**config.mk**
```make
export PLATFORM = sky130hd
export DESIGN_NAME = datapath_sequencer
export DESIGN_NICKNAME = d
export VERILOG_FILES = /design/src/rtl/datapath_sequencer.sv
export SDC_FILE = /design/constraint.sdc
export NUM_CORES = 1
export LEC_CHECK = 0
export CORE_ASPECT_RATIO = 0.6
export CORE_UTILIZATION = 40
export DETAILED_ROUTE_END_ITERATION = 12
export PLACE_DENSITY = 0.7
export SYNTH_ARGS = -nofsm -noshare
export SYNTH_HDL_FRONTEND = slang
export SYNTH_SLANG_ARGS = --single-unit
export TNS_END_PERCENT = 20
```
**constraint.sdc**
```tcl
create_clock -name clk -period 2.6 [get_ports clk]
set_input_delay 0.39 -clock clk [delete_from_list [all_inputs] [get_ports clk]]
set_output_delay 0.39 -clock clk [all_outputs]
set_load 0.005 [all_outputs]
```
**src/rtl/datapath_sequencer.sv**
```systemverilog
// datapath_sequencer: fetch/decode/branch control FSM driving the single-cycle datapath.
// Optional retired-instruction counter (output `retired`) is built when SEQ_RETIRE_CNT_EN is defined.
module datapath_sequencer #(
  parameter int            AW       = 8,
  parameter logic [AW-1:0] RESET_PC = {AW{1'b0}}
) (
`ifdef SEQ_RETIRE_CNT_EN
  output logic [31:0]   retired,
`endif
  input  logic          clk,
  input  logic          rst_n,
  input  logic          start,
  output logic          busy,
  output logic          done,
  output logic          err,
  output logic [AW-1:0] pc,
  output logic          imem_req,
  output logic [AW-1:0] imem_addr,
  input  logic          imem_ack,
  input  logic [31:0]   imem_rdata,
  output logic [31:0]   inst,
  output logic          regwrite,
  output logic          regdst,
  output logic          extop,
  output logic          alusrc,
  output logic          memwrite,
  output logic          mem2reg,
  output logic [3:0]    aluctrl,
  output logic          shiftctrl,
  input  logic          zero,
  input  logic          msb
);

  localparam logic [1:0] ST_IDLE  = 2'b00;
  localparam logic [1:0] ST_FETCH = 2'b01;
  localparam logic [1:0] ST_EXEC  = 2'b10;
  localparam logic [1:0] ST_HALT  = 2'b11;

  localparam logic [AW-1:0] PC_ONE = {{(AW-1){1'b0}}, 1'b1};

  typedef struct packed {
    logic       regwrite;
    logic       regdst;
    logic       extop;
    logic       alusrc;
    logic       memwrite;
    logic       mem2reg;
    logic [3:0] aluctrl;
    logic       shiftctrl;
    logic       is_beq;
    logic       is_bne;
    logic       is_bltz;
    logic       is_halt;
    logic       illegal;
  } dec_t;

  localparam int   DEC_W    = $bits(dec_t);
  localparam dec_t DEC_NONE = dec_t'({DEC_W{1'b0}});

  // Instruction word to control bundle; an illegal encoding yields all-zero controls.
  function automatic dec_t decode(input logic [31:0] iw);
    dec_t d;
    dec_t bad;
    d   = DEC_NONE;
    bad = DEC_NONE;
    bad.illegal = 1'b1;
    case (iw[31:26])
      6'b000000: begin
        d.regwrite = 1'b1;
        d.regdst   = 1'b1;
        case (iw[5:0])
          6'b100000: d.aluctrl = 4'b0010;
          6'b100010: d.aluctrl = 4'b0110;
          6'b100100: d.aluctrl = 4'b0000;
          6'b100101: d.aluctrl = 4'b0001;
          6'b101010: d.aluctrl = 4'b0111;
          6'b000000: begin
            d.aluctrl   = 4'b1000;
            d.shiftctrl = 1'b1;
          end
          default:   d.illegal = 1'b1;
        endcase
      end
      6'b001000: begin
        d.regwrite = 1'b1;
        d.extop    = 1'b1;
        d.alusrc   = 1'b1;
        d.aluctrl  = 4'b0010;
      end
      6'b100011: begin
        d.regwrite = 1'b1;
        d.extop    = 1'b1;
        d.alusrc   = 1'b1;
        d.mem2reg  = 1'b1;
        d.aluctrl  = 4'b0010;
      end
      6'b101011: begin
        d.extop    = 1'b1;
        d.alusrc   = 1'b1;
        d.memwrite = 1'b1;
        d.aluctrl  = 4'b0010;
      end
      6'b000100: begin
        d.extop   = 1'b1;
        d.aluctrl = 4'b0110;
        d.is_beq  = 1'b1;
      end
      6'b000101: begin
        d.extop   = 1'b1;
        d.aluctrl = 4'b0110;
        d.is_bne  = 1'b1;
      end
      6'b000001: begin
        // bltz computes rs+$0 so msb carries the sign of rs; rt must be zero
        if (iw[20:16] == 5'b00000) begin
          d.extop   = 1'b1;
          d.aluctrl = 4'b0010;
          d.is_bltz = 1'b1;
        end else begin
          d.illegal = 1'b1;
        end
      end
      6'b111111: d.is_halt = 1'b1;
      default:   d.illegal = 1'b1;
    endcase
    return d.illegal ? bad : d;
  endfunction

  logic [1:0]    state_r;
  logic [AW-1:0] pc_r;
  logic [31:0]   inst_r;
  dec_t          dec_r;
  logic          imem_req_r;
  logic          busy_r;
  logic          done_r;
  logic          err_r;

  logic          taken_s;
  logic [31:0]   imm_sext_s;
  logic [AW-1:0] pc_next_s;

  // Branch resolution and next-PC arithmetic for the instruction held in EXEC.
  always_comb begin
    taken_s    = 1'b0;
    imm_sext_s = {{16{inst_r[15]}}, inst_r[15:0]};
    pc_next_s  = pc_r + PC_ONE;
    if (dec_r.is_beq) begin
      taken_s = zero;
    end else if (dec_r.is_bne) begin
      taken_s = ~zero;
    end else if (dec_r.is_bltz) begin
      taken_s = msb;
    end else begin
      taken_s = 1'b0;
    end
    if (taken_s) begin
      pc_next_s = pc_r + PC_ONE + imm_sext_s[AW-1:0];
    end else begin
      pc_next_s = pc_r + PC_ONE;
    end
  end

  // Sequencer state, PC, instruction latch and registered control bundle.
  always_ff @(posedge clk or negedge rst_n) begin
    if (!rst_n) begin
      state_r    <= ST_IDLE;
      pc_r       <= RESET_PC;
      inst_r     <= 32'h0000_0000;
      dec_r      <= DEC_NONE;
      imem_req_r <= 1'b0;
      busy_r     <= 1'b0;
      done_r     <= 1'b0;
      err_r      <= 1'b0;
    end else begin
      done_r <= 1'b0;
      case (state_r)
        ST_IDLE, ST_HALT: begin
          if (start) begin
            pc_r       <= RESET_PC;
            err_r      <= 1'b0;
            imem_req_r <= 1'b1;
            busy_r     <= 1'b1;
            state_r    <= ST_FETCH;
          end else begin
            state_r <= state_r;
          end
        end
        ST_FETCH: begin
          if (imem_ack) begin
            inst_r     <= imem_rdata;
            dec_r      <= decode(imem_rdata);
            imem_req_r <= 1'b0;
            state_r    <= ST_EXEC;
          end else begin
            imem_req_r <= 1'b1;
          end
        end
        ST_EXEC: begin
          // controls are live only for this single cycle
          dec_r <= DEC_NONE;
          if (dec_r.illegal) begin
            err_r   <= 1'b1;
            done_r  <= 1'b1;
            busy_r  <= 1'b0;
            state_r <= ST_HALT;
          end else if (dec_r.is_halt) begin
            done_r  <= 1'b1;
            busy_r  <= 1'b0;
            state_r <= ST_HALT;
          end else begin
            pc_r       <= pc_next_s;
            imem_req_r <= 1'b1;
            state_r    <= ST_FETCH;
          end
        end
        default: begin
          dec_r      <= DEC_NONE;
          imem_req_r <= 1'b0;
          busy_r     <= 1'b0;
          state_r    <= ST_IDLE;
        end
      endcase
    end
  end

`ifdef SEQ_RETIRE_CNT_EN
  logic [31:0] retired_r;

  // Saturating count of non-illegal instructions executed since the last start.
  always_ff @(posedge clk or negedge rst_n) begin
    if (!rst_n) begin
      retired_r <= 32'h0000_0000;
    end else if (((state_r == ST_IDLE) || (state_r == ST_HALT)) && start) begin
      retired_r <= 32'h0000_0000;
    end else if ((state_r == ST_EXEC) && !dec_r.illegal && (retired_r != 32'hFFFF_FFFF)) begin
      retired_r <= retired_r + 32'd1;
    end else begin
      retired_r <= retired_r;
    end
  end

  assign retired = retired_r;
`endif

  assign busy      = busy_r;
  assign done      = done_r;
  assign err       = err_r;
  assign pc        = pc_r;
  assign imem_req  = imem_req_r;
  assign imem_addr = pc_r;
  assign inst      = inst_r;
  assign regwrite  = dec_r.regwrite;
  assign regdst    = dec_r.regdst;
  assign extop     = dec_r.extop;
  assign alusrc    = dec_r.alusrc;
  assign memwrite  = dec_r.memwrite;
  assign mem2reg   = dec_r.mem2reg;
  assign aluctrl   = dec_r.aluctrl;
  assign shiftctrl = dec_r.shiftctrl;

endmodule

```
# ---- After elaboration in Yosys (flattened, before gate mapping)
# Cells that the tools add are included.
dict set report classes {
  reduce_logical 20
  muxes 51
  bitwise 1
  addsub 2
  eq_ne 21
}
# op count
set op_table {}
lappend op_table {{== test 6 bit (second input constant)} 8}
lappend op_table {{two-way mux 16 bit} 2}
lappend op_table {{two-way mux 8 bit} 4}
lappend op_table {{one-hot mux 16 bit (2 select lines)} 1}
lappend op_table {{two-way mux 1 bit} 30}
lappend op_table {{one-hot mux 4 bit (5 select lines)} 1}
lappend op_table {{one-hot mux 4 bit (4 select lines)} 1}
lappend op_table {{one-hot mux 8 bit (2 select lines)} 1}
lappend op_table {{== test 6 x 3 -> 1 bit (second input constant)} 2}
lappend op_table {{logical NOT 6 bit} 2}
lappend op_table {{OR reduction 6 bit} 2}
lappend op_table {{two-way mux 2 bit} 5}
lappend op_table {{!= test 2 bit (second input constant)} 5}
lappend op_table {{AND reduction 3 bit} 3}
lappend op_table {{adder 8 x 1 -> 8 bit (second input constant)} 1}
lappend op_table {{adder 8 bit} 1}
lappend op_table {{== test 6 x 1 -> 1 bit (second input constant)} 1}
lappend op_table {{== test 6 x 4 -> 1 bit (second input constant)} 1}
lappend op_table {{one-hot mux 1 bit (2 select lines)} 3}
lappend op_table {{one-hot mux 1 bit (3 select lines)} 2}
lappend op_table {{one-hot mux 2 bit (3 select lines)} 1}
lappend op_table {{AND reduction 2 bit} 3}
lappend op_table {{OR reduction 3 bit} 2}
lappend op_table {{logical NOT 5 bit} 1}
lappend op_table {{other kinds (9)} 12}
dict set report totals {
  output_inout_bits 63
  word_cells 115
  reg_bits 62
}

# ---- Logic depth before layout (Yosys ltp)
dict set report logic_depth {
  depth_word 9
  ltp_mapped 11
  ltp_nobuf 11
}

# ---- Least setup slack after synthesis
# OpenSTA, ideal clock, no wires.
dict set report synth_timing {
  path_kind {flip-flop to flip-flop}
  from {reg pc_r[0] (netlist: imem_addr[0])}
  to {reg pc_r[7] (netlist: imem_addr[7])}
  stages_incl_launch_ff 11
  t_arrival_ns 2.438
  period_less_slack_ns 2.553
  required_time_ns 2.484
  path_slack_ns 0.047
  cell_sequence {dfrtp_1 ha_1 nand3_1 xnor2_1 ha_1 a21oi_1 o21ai_0 and4_1 o31a_1 xnor2_1 o311ai_0}
}
dict set report synth_via {
  elab_chain_len 6
}
# element line
set synth_rtl {}
lappend synth_rtl {{start: declaration} 130} ;# logic [AW-1:0] pc_r;
lappend synth_rtl {{start signal: assignment} 211} ;# pc_r <= pc_next_s;
lappend synth_rtl {{adder 8 x 1 -> 8 bit *} {157, 159}}
lappend synth_rtl {{adder 8 bit} 157} ;# pc_next_s = pc_r + PC_ONE + imm_sext_s[AW-1:0];
lappend synth_rtl {{two-way mux 8 bit *} 156} ;# if (taken_s) begin
lappend synth_rtl {{two-way mux 8 bit *} 206} ;# end else if (dec_r.is_halt) begin
lappend synth_rtl {{two-way mux 8 bit *} 201} ;# if (dec_r.illegal) begin
lappend synth_rtl {{one-hot mux 8 bit (2 select lines) *} 176} ;# case (state_r)
# Every way passes the cells marked *; elsewhere a longest branch is shown, timed or not. The select of a mux whose other input is x is not followed.
# A chain may end at the register's enable or synchronous reset.

# ---- Worst setup path after layout
# Same ends and word-level chain as after synthesis.

==> metrics.md <==
| Metric | Value |
|---|---|
| Status | `finished, final reports clean` |
| CTS Buf Count | `9` |
| CP cell instances | `buf_4 -> nand2_1 -> nor2_2 -> xor2_2 -> ha_2 -> o21ai_0 -> nand3b_1 -> o21ai_0 -> o31a_1 -> xnor2_1 -> o311ai_1` |
| Clk pin slew, worst setup/hold paths | `0.05 ns` |
| Buffers and inverters on the worst path | `1` |
| Crit Path Class | `flip-flop to flip-flop` |
| DR vias | `2794` |
| Wire length per cell | `15.8 µm` |
| Fmax | `0.409 GHz` |
| Worst setup EP type | `flip-flop` |
| Setup-failing EPs final | `0` |
| Setup crit start kind | `flip-flop` |
| Die Wd | `120 µm` |
| Post-synth EDFFs | `0` |
| Sequential-to-total area share from yosys stat | `46.3%` |
| Final net count | `476` |
| Drc violations | `0` |
| IO buf count | `100` |
| Worst path max stage delay | `0.39 ns` |
| Met3 GRT Util | `7.42%` |
| CTS tree | `done` |
| Max cap viols | `0` |
| Layout area overhead | `45.5%` |
| PD cells | `986 mW/mm²` |
| Register-to-register setup slack | `0.15 ns` |
| Reg-to-Reg End | `imem_addr[7]` |
| CTS Buffer Depth | `2` |
| Placement Rows | `25` |
| Pin count of the biggest net entering global routing | `37` |
| RePlAce Congestion | `0.855` |
| Hold buffer count at CTS | `0` |
| Fin. Hold Viols | `0` |
| Pleak | `2.01 nW` |
| Top_reg_cell synth | `dfrtp_1` |
| Peak VDD IR | `0.424 mV` |
| Clk root buf | `clkbuf_16` |
| Gate Count Post-Synth | `325` |
| Seq cells post-synth | `62` |
| Yosys cell types | `52` |
| R2r startpoint | `imem_addr[0]` |
| WP data required | `2.83 ns` |
| IO Count | `101` |
| Post-route cell area | `0.00487 mm²` |
| DR pass1 iterations | `5` |
| Power, Total | `4.80 mW` |
| Rel. slew slack | `56.8%` |
| Post-Route WL | `8510 µm` |
| Clock sink total | `62` |
| H-tree depth | `3` |
| Worst slew pin tran | `0.641 ns` |
| Die area | `0.00876 mm²` |
| Most common cell after layout, fill and taps aside | `clkdlybuf4s50_1` |
| Grt met2 use | `28.9%` |
| GRT Residual Overflow | `0` |
| Most used routing layer | `met1` |
| Die Ht | `72.9 µm` |
| Total GRT Usage | `20.6%` |
| Most used cell, CP | `o21ai_0` |
| Ant diodes | `0` |
| FFs w/ async S/R, synth | `100%` |
| Initial Util | `41.8%` |
| Met1 usage | `29.5%` |
| Period utilisation layout | `94.1%` |
| Antenna violations before repair | `0` |
| Max-slew violations | `0` |
| Core area | `0.00801 mm²` |
| Share of cells above drive strength 1 | `19.5%` |
| Most frequent cells in the layout | `clkdlybuf4s50_1 (99), dfrtp_1 (59), nand2_1 (36)` |
| Worst skew pair latency | `0.34 ns` |
| Placed Area | `0.00443 mm²` |
| Delay-heaviest family, CP | `compound AO/OA/AOI/OAI gates` |
| Drt via density | `5.18` |
| Reg2Reg Depth | `11` |
| Antenna-violating nets left | `0` |
| Cell area after synthesis | `0.00335 mm²` |
| First-pass GRT wire length | `13600 µm` |
| Clock Skew | `0.00656 ns` |
| Post-DP HPWL | `6010 µm` |
| WP data arrival | `2.68 ns` |
| Slowest stage cell, crit path | `dfrtp_1` |
| Ys Warns | `0` |
| Post-layout min period | `2.45 ns` |
| Vias in the first global route | `2698` |
| Avg Inst Size Synth | `10.3 µm²` |
| Worst hold-check path type | `input port to async pin` |
| Net count after synthesis | `375` |
| DRT iter0 DRCs | `193` |
| Worst Path Max Fanout | `7` |
-- state kept, by name, summed over array words and instances (netlist names) --
signal / cells
mem2reg: 1
aluctrl: 4
done: 1
imem_addr: 8
state_r: 2
alusrc: 1
dec_r: 5
extop: 1
regdst: 1
regwrite: 1
err: 1
memwrite: 1
shiftctrl: 1
imem_req: 1
inst: 32
busy: 1
-- metal layers --
layer,wire length (µm),share of wire (%)
met5,0,0
met4,55,0.65
met3,552,6.5
met2,3650,43
met1,4250,50
-- worst max-delay path by stage --
stage	from	end	slack, ns	cells after the start
floorplan	imem_addr[0]	imem_addr[7]	0.05	10
global placement	imem_addr[0]	imem_addr[7]	0.08	10
detailed placement	imem_addr[1]	imem_addr[7]	0.004	10
CTS	imem_addr[1]	imem_addr[7]	0.01	10
global route	imem_addr[0]	imem_addr[7]	-0.008	11
finish	imem_addr[0]	imem_addr[7]	0.15	11
-- report_power, final --
group / leakage [nW] / total, mW / switching (mW) / internal, mW
Sequential: 0.774 / 1.50 / 0.221 / 1.28
Combinational: 1.07 / 1.90 / 0.782 / 1.12
Clock: 0.170 / 1.40 / 0.416 / 0.988
-- cells in the mapped netlist (all sizes together) (5+ instances only) --
| library cell | number | area share (%) |
|---|---|---|
| inv | 11 | 1.2 |
| nand2 | 36 | 4.0 |
| nor2 | 17 | 2.1 |
| xnor2 | 5 | 1.3 |
| nand3 | 10 | 1.5 |
| clkbuf | 12 | 1.9 |
| dfrtp | 62 | 46 |
| a21oi | 14 | 2.1 |
| nand2b | 5 | 0.93 |
| ha | 11 | 4.1 |
| buf | 13 | 3.0 |
| o21ai | 33 | 5.0 |
| nor3 | 6 | 0.90 |
| mux2 | 33 | 11 |
| xor2 | 6 | 1.6 |
-- cells by family (layout without fill, tap and decap cells) --
logic type               after synthesis  after routing  synth area share [%]
multiplexers                          37             37                  12.3
AO/OA/AOI/OAI                         71             71                  13.0
XOR/XNOR                              11             11                  2.88
adder cells (fa/ha/maj)               12             12                  4.70
flip-flops                            62             62                  46.3
AND/OR/NAND/NOR                       96             96                  14.6
buffers and inverters                 36            142                  6.20
-- what timing repair did --
| item | 4_1_cts | 5_1_grt |
|---|---|---|
| buffers inserted | 0 | 2 |
| resized for setup | 2 | 16 |
| pin swaps | 0 | 4 |
| setup endpoints to repair | 1 | 1 |
-- cell type report --
type | count | area, µm²
Fill cell | 673 | 3130
Inverter | 11 | 41.3
Sequential cell | 62 | 1560
Multi-Input combinational cell | 227 | 1670
Clock buffer | 13 | 260
Timing Repair Buffer | 115 | 1120
Clock inverter | 3 | 90.1
Tap cell | 108 | 135
-- through the flow --
stage               std cells  util, %  setup TNS, ns  hold WS, ns  setup slack [ns]
floorplan                 325        -              0       0.0944            0.0469
global placement          521     55.3              0        0.444            0.0843
detailed placement        521     55.3              0        0.447           0.00364
CTS                       537     59.8              0       0.0911            0.0107
global route              539     60.9       -0.00760        0.127          -0.00760
finish                    539     60.9              0       0.0738             0.153
Power figures use the tool's default switching activity.
